==> src/rtl/accum_sched_pkg.sv <==
// rtl/accum_sched_pkg.sv - shared types and defaults for the accumulator scheduler
package accum_sched_pkg;

  typedef enum logic {S_IDLE, S_BURST} state_e;

  // Defaults shared with the downstream accumulator
  localparam int DATA_W_DEF = 8;
  localparam int BEATS_DEF  = 4;

  function automatic int idx_w(input int n);
    return $clog2(n);
  endfunction

endpackage

==> src/rtl/accum_rr_sched_rr_pick.sv <==
// rtl/accum_rr_sched_rr_pick.sv - round-robin pick: rotate by ptr, priority-encode, unrotate
module rr_pick
  import accum_sched_pkg::*;
#(
  parameter  int N_REQ = 4,
  localparam int IW    = idx_w(N_REQ)
) (
  input  logic [N_REQ-1:0] req,
  input  logic [IW-1:0]    ptr,
  output logic [IW-1:0]    gnt_idx,
  output logic             any
);

  logic [N_REQ-1:0] rot;
  logic [IW-1:0]    off;
  logic [IW:0]      sum;

  always_comb begin
    rot = N_REQ'({req, req} >> ptr);
    off = '0;
    for (int i = N_REQ - 1; i >= 0; i--) begin
      if (rot[i]) off = IW'(i);
    end
    // Explicit modulo so non-power-of-two N_REQ wraps correctly
    sum = {1'b0, ptr} + {1'b0, off};
    if (sum >= (IW+1)'(N_REQ)) sum = sum - (IW+1)'(N_REQ);
    gnt_idx = sum[IW-1:0];
    any     = |req;
  end

endmodule

==> src/rtl/accum_rr_sched.sv <==
// rtl/accum_rr_sched.sv - round-robin group scheduler in front of the 4-beat accumulator
module accum_rr_sched
  import accum_sched_pkg::*;
#(
  parameter  int N_REQ  = 4,
  parameter  int DATA_W = DATA_W_DEF,
  parameter  int BEATS  = BEATS_DEF,
  localparam int IW     = idx_w(N_REQ),
  localparam int CW     = idx_w(BEATS)
) (
  input  logic                    clk,
  input  logic                    rst_n,
  input  logic [N_REQ*DATA_W-1:0] req_data,
  input  logic [N_REQ-1:0]        req_valid,
  output logic [N_REQ-1:0]        req_ready,
  output logic [DATA_W-1:0]       dn_data,
  output logic                    dn_valid,
  input  logic                    dn_ready,
  output logic                    dn_last,
  output logic [IW-1:0]           dn_src,
  output logic                    busy
);

  state_e            state_q, state_d;
  logic [IW-1:0]     gnt_q, gnt_d;
  logic [IW-1:0]     rr_ptr_q, rr_ptr_d;
  logic [CW-1:0]     beat_cnt_q, beat_cnt_d;
  logic              dn_valid_q, dn_valid_d;
  logic [DATA_W-1:0] dn_data_q, dn_data_d;
  logic [IW-1:0]     dn_src_q, dn_src_d;
  logic              dn_last_q, dn_last_d;

  logic [IW-1:0]     pick_idx;
  logic              pick_any;
  logic              slot_ready;
  logic              gnt_valid;
  logic [DATA_W-1:0] gnt_data;
  logic              accept;
  logic              last_beat;

  rr_pick #(.N_REQ(N_REQ)) u_pick (
    .req     (req_valid),
    .ptr     (rr_ptr_q),
    .gnt_idx (pick_idx),
    .any     (pick_any)
  );

  // dn_ready -> req_ready is the only combinational path through the block
  assign slot_ready = (state_q == S_BURST) && (!dn_valid_q || dn_ready);
  assign accept     = slot_ready && gnt_valid;
  assign last_beat  = (beat_cnt_q == CW'(BEATS - 1));

  always_comb begin
    gnt_valid = 1'b0;
    gnt_data  = '0;
    req_ready = '0;
    for (int i = 0; i < N_REQ; i++) begin
      if (gnt_q == IW'(i)) begin
        gnt_valid    = req_valid[i];
        gnt_data     = req_data[i*DATA_W +: DATA_W];
        req_ready[i] = slot_ready;
      end
    end
  end

  always_comb begin
    state_d    = state_q;
    gnt_d      = gnt_q;
    rr_ptr_d   = rr_ptr_q;
    beat_cnt_d = beat_cnt_q;
    dn_valid_d = dn_valid_q;
    dn_data_d  = dn_data_q;
    dn_src_d   = dn_src_q;
    dn_last_d  = dn_last_q;

    if (accept) begin
      dn_valid_d = 1'b1;
      dn_data_d  = gnt_data;
      dn_src_d   = gnt_q;
      dn_last_d  = last_beat;
    end else if (dn_valid_q && dn_ready) begin
      dn_valid_d = 1'b0;
    end

    case (state_q)
      S_IDLE: begin
        if (pick_any) begin
          state_d    = S_BURST;
          gnt_d      = pick_idx;
          beat_cnt_d = '0;
        end
      end
      S_BURST: begin
        // The grant is held until the full group is accepted, however long that takes
        if (accept) begin
          if (last_beat) begin
            state_d    = S_IDLE;
            rr_ptr_d   = (gnt_q == IW'(N_REQ - 1)) ? '0 : gnt_q + IW'(1);
            beat_cnt_d = '0;
          end else begin
            beat_cnt_d = beat_cnt_q + CW'(1);
          end
        end
      end
      default: state_d = S_IDLE;
    endcase
  end

  always_ff @(posedge clk) begin
    if (!rst_n) begin
      state_q    <= S_IDLE;
      gnt_q      <= '0;
      rr_ptr_q   <= '0;
      beat_cnt_q <= '0;
      dn_valid_q <= 1'b0;
      dn_data_q  <= '0;
      dn_src_q   <= '0;
      dn_last_q  <= 1'b0;
    end else begin
      state_q    <= state_d;
      gnt_q      <= gnt_d;
      rr_ptr_q   <= rr_ptr_d;
      beat_cnt_q <= beat_cnt_d;
      dn_valid_q <= dn_valid_d;
      dn_data_q  <= dn_data_d;
      dn_src_q   <= dn_src_d;
      dn_last_q  <= dn_last_d;
    end
  end

  assign dn_valid = dn_valid_q;
  assign dn_data  = dn_data_q;
  assign dn_src   = dn_src_q;
  assign dn_last  = dn_last_q;
  assign busy     = (state_q == S_BURST);

endmodule

==> config.mk <==
export PLATFORM = sky130hd
export DESIGN_NAME = accum_rr_sched
export DESIGN_NICKNAME = d
export VERILOG_FILES = /design/src/rtl/accum_sched_pkg.sv /design/src/rtl/accum_rr_sched_rr_pick.sv /design/src/rtl/accum_rr_sched.sv
export SDC_FILE = /design/constraint.sdc
export NUM_CORES = 1
export LEC_CHECK = 0
export CORE_MARGIN = 1.5
export CORE_UTILIZATION = 42
export CTS_CLUSTER_DIAMETER = 50
export DETAILED_ROUTE_END_ITERATION = 12
export GPL_ROUTABILITY_DRIVEN = 0
export MAX_ROUTING_LAYER = met4
export PLACE_DENSITY_LB_ADDON = 0.05
export SLEW_MARGIN = 0
export SYNTH_ARGS = -nofsm -noshare
export SYNTH_HDL_FRONTEND = slang
export SYNTH_SLANG_ARGS = --single-unit
==> constraint.sdc <==
create_clock -name clk -period 2.36 [get_ports clk]
set_input_delay 0.472 -clock clk [delete_from_list [all_inputs] [get_ports clk]]
set_output_delay 0.472 -clock clk [all_outputs]
set_load 0.05 [all_outputs]
After elaboration in Yosys (flattened, before gate mapping) --
Cells that the tools add are included. W data, S select, Z words.
Storage, ports and cells: output and inout port bits 17, bits in registers 19, bits of input ports 39, logic and storage cells 60
Cells by class: $lt $le $gt $ge 1, reductions and logical operators 11, $add $sub $neg 4, muxes and demuxes 28, bitwise gates (word level) 1, shifts and indexed selects 1, equality and inequality tests 6
Operators by type and width (number):
- $mux W8 | 4
- $mux W2 | 9
- $mux W1 | 13
- $shr A8 B2 Y4 | 1
- $eq A2 B2 Y1 const B | 3
- $add A2 B1 Y2 const B | 2
- $pmux W2 S2 | 1
- $reduce_and A2 Y1 | 2
- $reduce_or A4 Y1 | 1
- $add A2 B2 Y3 | 1
- $ge A3 B3 Y1 const B | 1
- $logic_and A1 B1 Y1 | 3
- $reduce_and A3 Y1 | 1
- $eq A2 B1 Y1 const B | 1
- $logic_not A2 Y1 | 1
- $ne A2 B1 Y1 const B | 1
- $ne A2 B2 Y1 const B | 1
- $pmux W1 S2 | 1
- $reduce_bool A2 Y1 | 1
- $sub A2 B1 Y2 const B | 1
- $logic_not A1 Y1 | 1
- $logic_or A1 B1 Y1 | 1
- $not A1 Y1 | 1

Logic depth before layout (Yosys ltp) --
depth in word-level cells 8, depth in mapped cells 9, gate-level depth less buffers 9

Cells and area by module --
A second synthesis with hierarchy kept.
Unflattened totals: cells, all modules 173, area total of the unflattened synthesis 1353.8 um^2
By module, submodules not included:
- accum_rr_sched | sequential area each 380.4 um^2, instances 1, cells an instance 146, area each 1174.9 um^2
- rr_pick | sequential area each 0.0 um^2, instances 1, cells an instance 27, area each 178.9 um^2

Worst setup path before layout --
OpenSTA, ideal clock, no wires.
kind register to output, start point register gnt_q[0], end point output port req_ready[3], buffers on the path 2, data arrival time 1.611 ns, cell stages (with the launch flop) 5, required time 1.888 ns, path slack 0.277 ns, path through dfxtp_1 -> ha_1 -> clkbuf_1 -> clkbuf_1 -> and3_1
Between the ends: word-level cells in the longest chain between the ends 2
Ends and longest elaborated chain:
- start, declared | RTL line accum_rr_sched.sv:25 | logic [IW-1:0] gnt_q, gnt_d;
- start signal, assigned | RTL line accum_rr_sched.sv:121 | gnt_q <= gnt_d;
- $eq A2 B2 Y1 | RTL line accum_rr_sched.sv:58 | if (gnt_q == IW'(i)) begin
- $mux W1 | RTL line accum_rr_sched.sv:58
- end, declared | RTL line accum_rr_sched.sv:15 | output logic [N_REQ-1:0] req_ready,
No other way between the ends.

Worst setup path in the final report --
start point register state_q, in the netlist busy, end point output port busy
RTL lines:
- start, declared | RTL line accum_rr_sched.sv:24 | state_e state_q, state_d;
- start signal, assigned | RTL line accum_rr_sched.sv:120 | state_q <= state_d;
- end, declared | RTL line accum_rr_sched.sv:21 | output logic busy
No word-level cell between the ends.

==> impl_results.md <==
* Worst-path clk slew at 0.11 ns
* Crit end category: output pin
* Drt total wl at ~3.4 mm
* Synth area leaders: dfxtp_1 30%, nand2_1 9.9%, o21ai_0 9.3%
* R2R setup slack at roughly 0.25 ns
* Vias in the first global route at about 1.3k
* Slew HR at roughly 60%
* Primary FF master, synth: dfxtp_1
* Synth top area share at between 20% and 30%
* Yosys reg bits at 19
* CTS sink cnt at 19
* Post-Place Cells at 260
* Worst-margin pin slew at 0.604 ns
* Cell family with most CP delay: buffers and inverters
* Core Footprint at roughly 0.0028 mm2
* Final core occ at roughly two thirds
* PnR Total Power at about 0.90 mW
* Cell Area, Synth at around 0.0013 mm2
* Post-CTS setup buffer count at 0
* CTS tree: yes
* Post-DR wirelength/cell at ~13 um
* Arrival @ worst endpoint at around 1.7 ns
* RSZ-0062 raised after global routing: false
* Total CTS buffers at 3
* Initial antenna violation count at 0
* Setup TNS at 0 ns
* Most common library cells after synthesis: 34 x nand2_1, 24 x o21ai_0, 19 x dfxtp_1
* Status: finished, final reports clean
* Port buffer count at between 50 and 60
* H-tree Lvls at 1
* Initial DRT Pass Iterations at 4
* 1st-iter DRT viols at roughly 100
* Resized cells post-CTS at 0
* Cell-by-cell trace of the critical path: clkdlybuf4s50_1
* Post-route DRC at 0
* Placed Area at between 0.0015 and 0.002 mm2
* Post-Synth XOR/XNOR Area at about 1.4%
* Post-synthesis simple-gate area fraction at between 20% and 30%
* Fin area at approximately 0.002 mm2
* Clock Skews at roughly 0.007 ns
* Mapped Avg Cell Area at ~7.2 um2
* Slowest stage delay, CP at 0.86 ns
* I/O pin cnt at 56
* Hold Path Depth at 2
* Hold_buf cts at 0
* Area grow syn2layout at 50.8%
* Cells after synthesis at 180
* Worst-Skew Late Latency at ~0.29 ns
* Critical path launch point type: flip-flop
* Yosys cell types at 33
* Reg-to-reg endpoint: dn_data[4]$_SDFFE_PN0P_
* N_diodes at 0
* Setup-failing EPs final at 0
* Hpwl dp at 2.66 mm
* Hold Fails Final Rpt at 0
* R2r worst-path depth at 8
* Sequential area share after synthesis at 29.5%
* Most common cell in the synthesized netlist: nand2_1
* Clock Tree Buf Depth at 2
* Synthesized-area fraction occupied by adder cells at roughly 5.8%
* Slew Viols, Final at 0
* Layout cells sized above 1 at 7.73%
* Vias after detailed routing at 1392
* Die area at between 0.003 and 0.004 mm2
* Post-route ant nets at 0
* First-pass GRT wire length at 5.81 mm
* Initial core utilization at about 46%
* Row Count at 19
* Via-to-Cell Ratio at ~5.3
* # Max-Cap Violations at 0
* Worst vdd ir at between 0.3 and 0.4 mV
* Critical path class: reg2out
* Die width at 58.4 um
* Period utilisation layout at between 80% and 90%
* Fmax at 0.472 GHz
* Ys Warns at 0
* Leading area contributor after synthesis: dfxtp_1
* Mux contribution to synthesized area at 3.89%
* Largest family of logic cells by synthesized area: compound AO/OA/AOI/OAI gates
* Reg2reg start: gnt_q[0]$_SDFFE_PN0P_
* Critical path's slowest cell: clkdlybuf4s50_1
* HP Class: reg2reg
* Crit-path max FO at 8
* GRT Util Overall at 22.3%
* Min-delay src: dn_last$_SDFFE_PN0P_
* FFs w/ async S/R, synth at 0%
* PwrDens at between 400 and 500 mW/mm2
* Worst path bufs/invs at 1
* Clock Root Buffer: clkbuf_4
* Post-synthesis compound-gate area fraction at 27.4%
* Post-synth EDFFs at 0
* Crit path required time at 1.89 ns
* Final min period at 2.12 ns
* Net Count, Synth at roughly 230
* # nets final at 279
* Hold EP: dn_last$_SDFFE_PN0P_
* Non-Filler Instances at between 200 and 300
* Gr ovfl total at 0
* P_leak at 0.780 nW
* Die height at around 58 um
* Largest net degree at the start of global routing at 22
-- kinds of logic after synthesis --
group                      after synthesis
xor gates and xnor gates                 2
and+or+nand+nor                         62
AOI/OAI and AO/OA                       59
DFF                                     19
buffers and inverters                   27
muxes                                    5
adders and majority gates                6
-- where the power goes --
group	switching, mW	internal [mW]	total [mW]
clock network	0.0958	0.0657	0.161
registers	0.0177	0.344	0.362
logic	0.202	0.172	0.374
-- cells in the final DEF (no fill, tap or decap), types with 6 or more instances in the layout --
cell type,count
a21oi_1,12
a31oi_1,8
buf_4,8
clkdlybuf4s50_1,51
dfxtp_1,19
ha_1,6
inv_1,12
nand2_1,34
nor2_1,8
o21ai_0,24
-- final cells by class --
cell class / count / area [um2]
fillers: 253 / 887
well taps: 31 / 38.8
inverters: 12 / 45.0
multi-input cells: 134 / 781
clock buffers: 4 / 26.3
repair buffers: 64 / 671
flip-flops and latches: 19 / 380
-- flip-flops by register name, summed over array words and instances, names as in the netlist --
register,cells
dn_data,8
beat_cnt_q,2
dn_last,1
rr_ptr_q,2
dn_valid,1
dn_src,2
busy,1
gnt_q,2
-- through the flow --
stage	hold WS [ns]	worst slack [ns]
after global placement	0.487	0.176
after detailed placement	0.486	0.136
after floorplan	0.494	0.277
after global routing	0.530	0.0447
after CTS	0.506	0.233
final	0.501	0.241
-- worst max-delay path by stage --
stage | cells past startpoint | start | to
floorplan | 4 | gnt_q[0]$_SDFFE_PN0P_ | req_ready[3]
global placement | 7 | req_valid[0] | beat_cnt_q[0]$_SDFFE_PN0P_
detailed placement | 7 | req_valid[0] | beat_cnt_q[0]$_SDFFE_PN0P_
CTS | 8 | gnt_q[0]$_SDFFE_PN0P_ | dn_data[4]$_SDFFE_PN0P_
global route | 8 | gnt_q[0]$_SDFFE_PN0P_ | dn_data[1]$_SDFFE_PN0P_
finish | 1 | busy$_SDFF_PN0_ | busy
-- worst reg2reg max path: stages, from the launching register on --
cell,delay (ns)
dfxtp_1,0.38
inv_1,0.10
ha_1,0.37
nand3b_1,0.12
a221o_1,0.34
a21oi_4,0.27
buf_12,0.18
o21ai_0,0.08
a31oi_1,0.18
-- routing by layer --
layer / up-vias / share of wire, % / global-route usage, %
met5: - / 0 / -
met4: 0 / 0.55 / 4.98
met3: 4 / 8.0 / 2.20
met2: 47 / 46 / 37.9
met1: 617 / 45 / 28.6
li1: 724 / - / -
(Power assumes the default switching activity.)
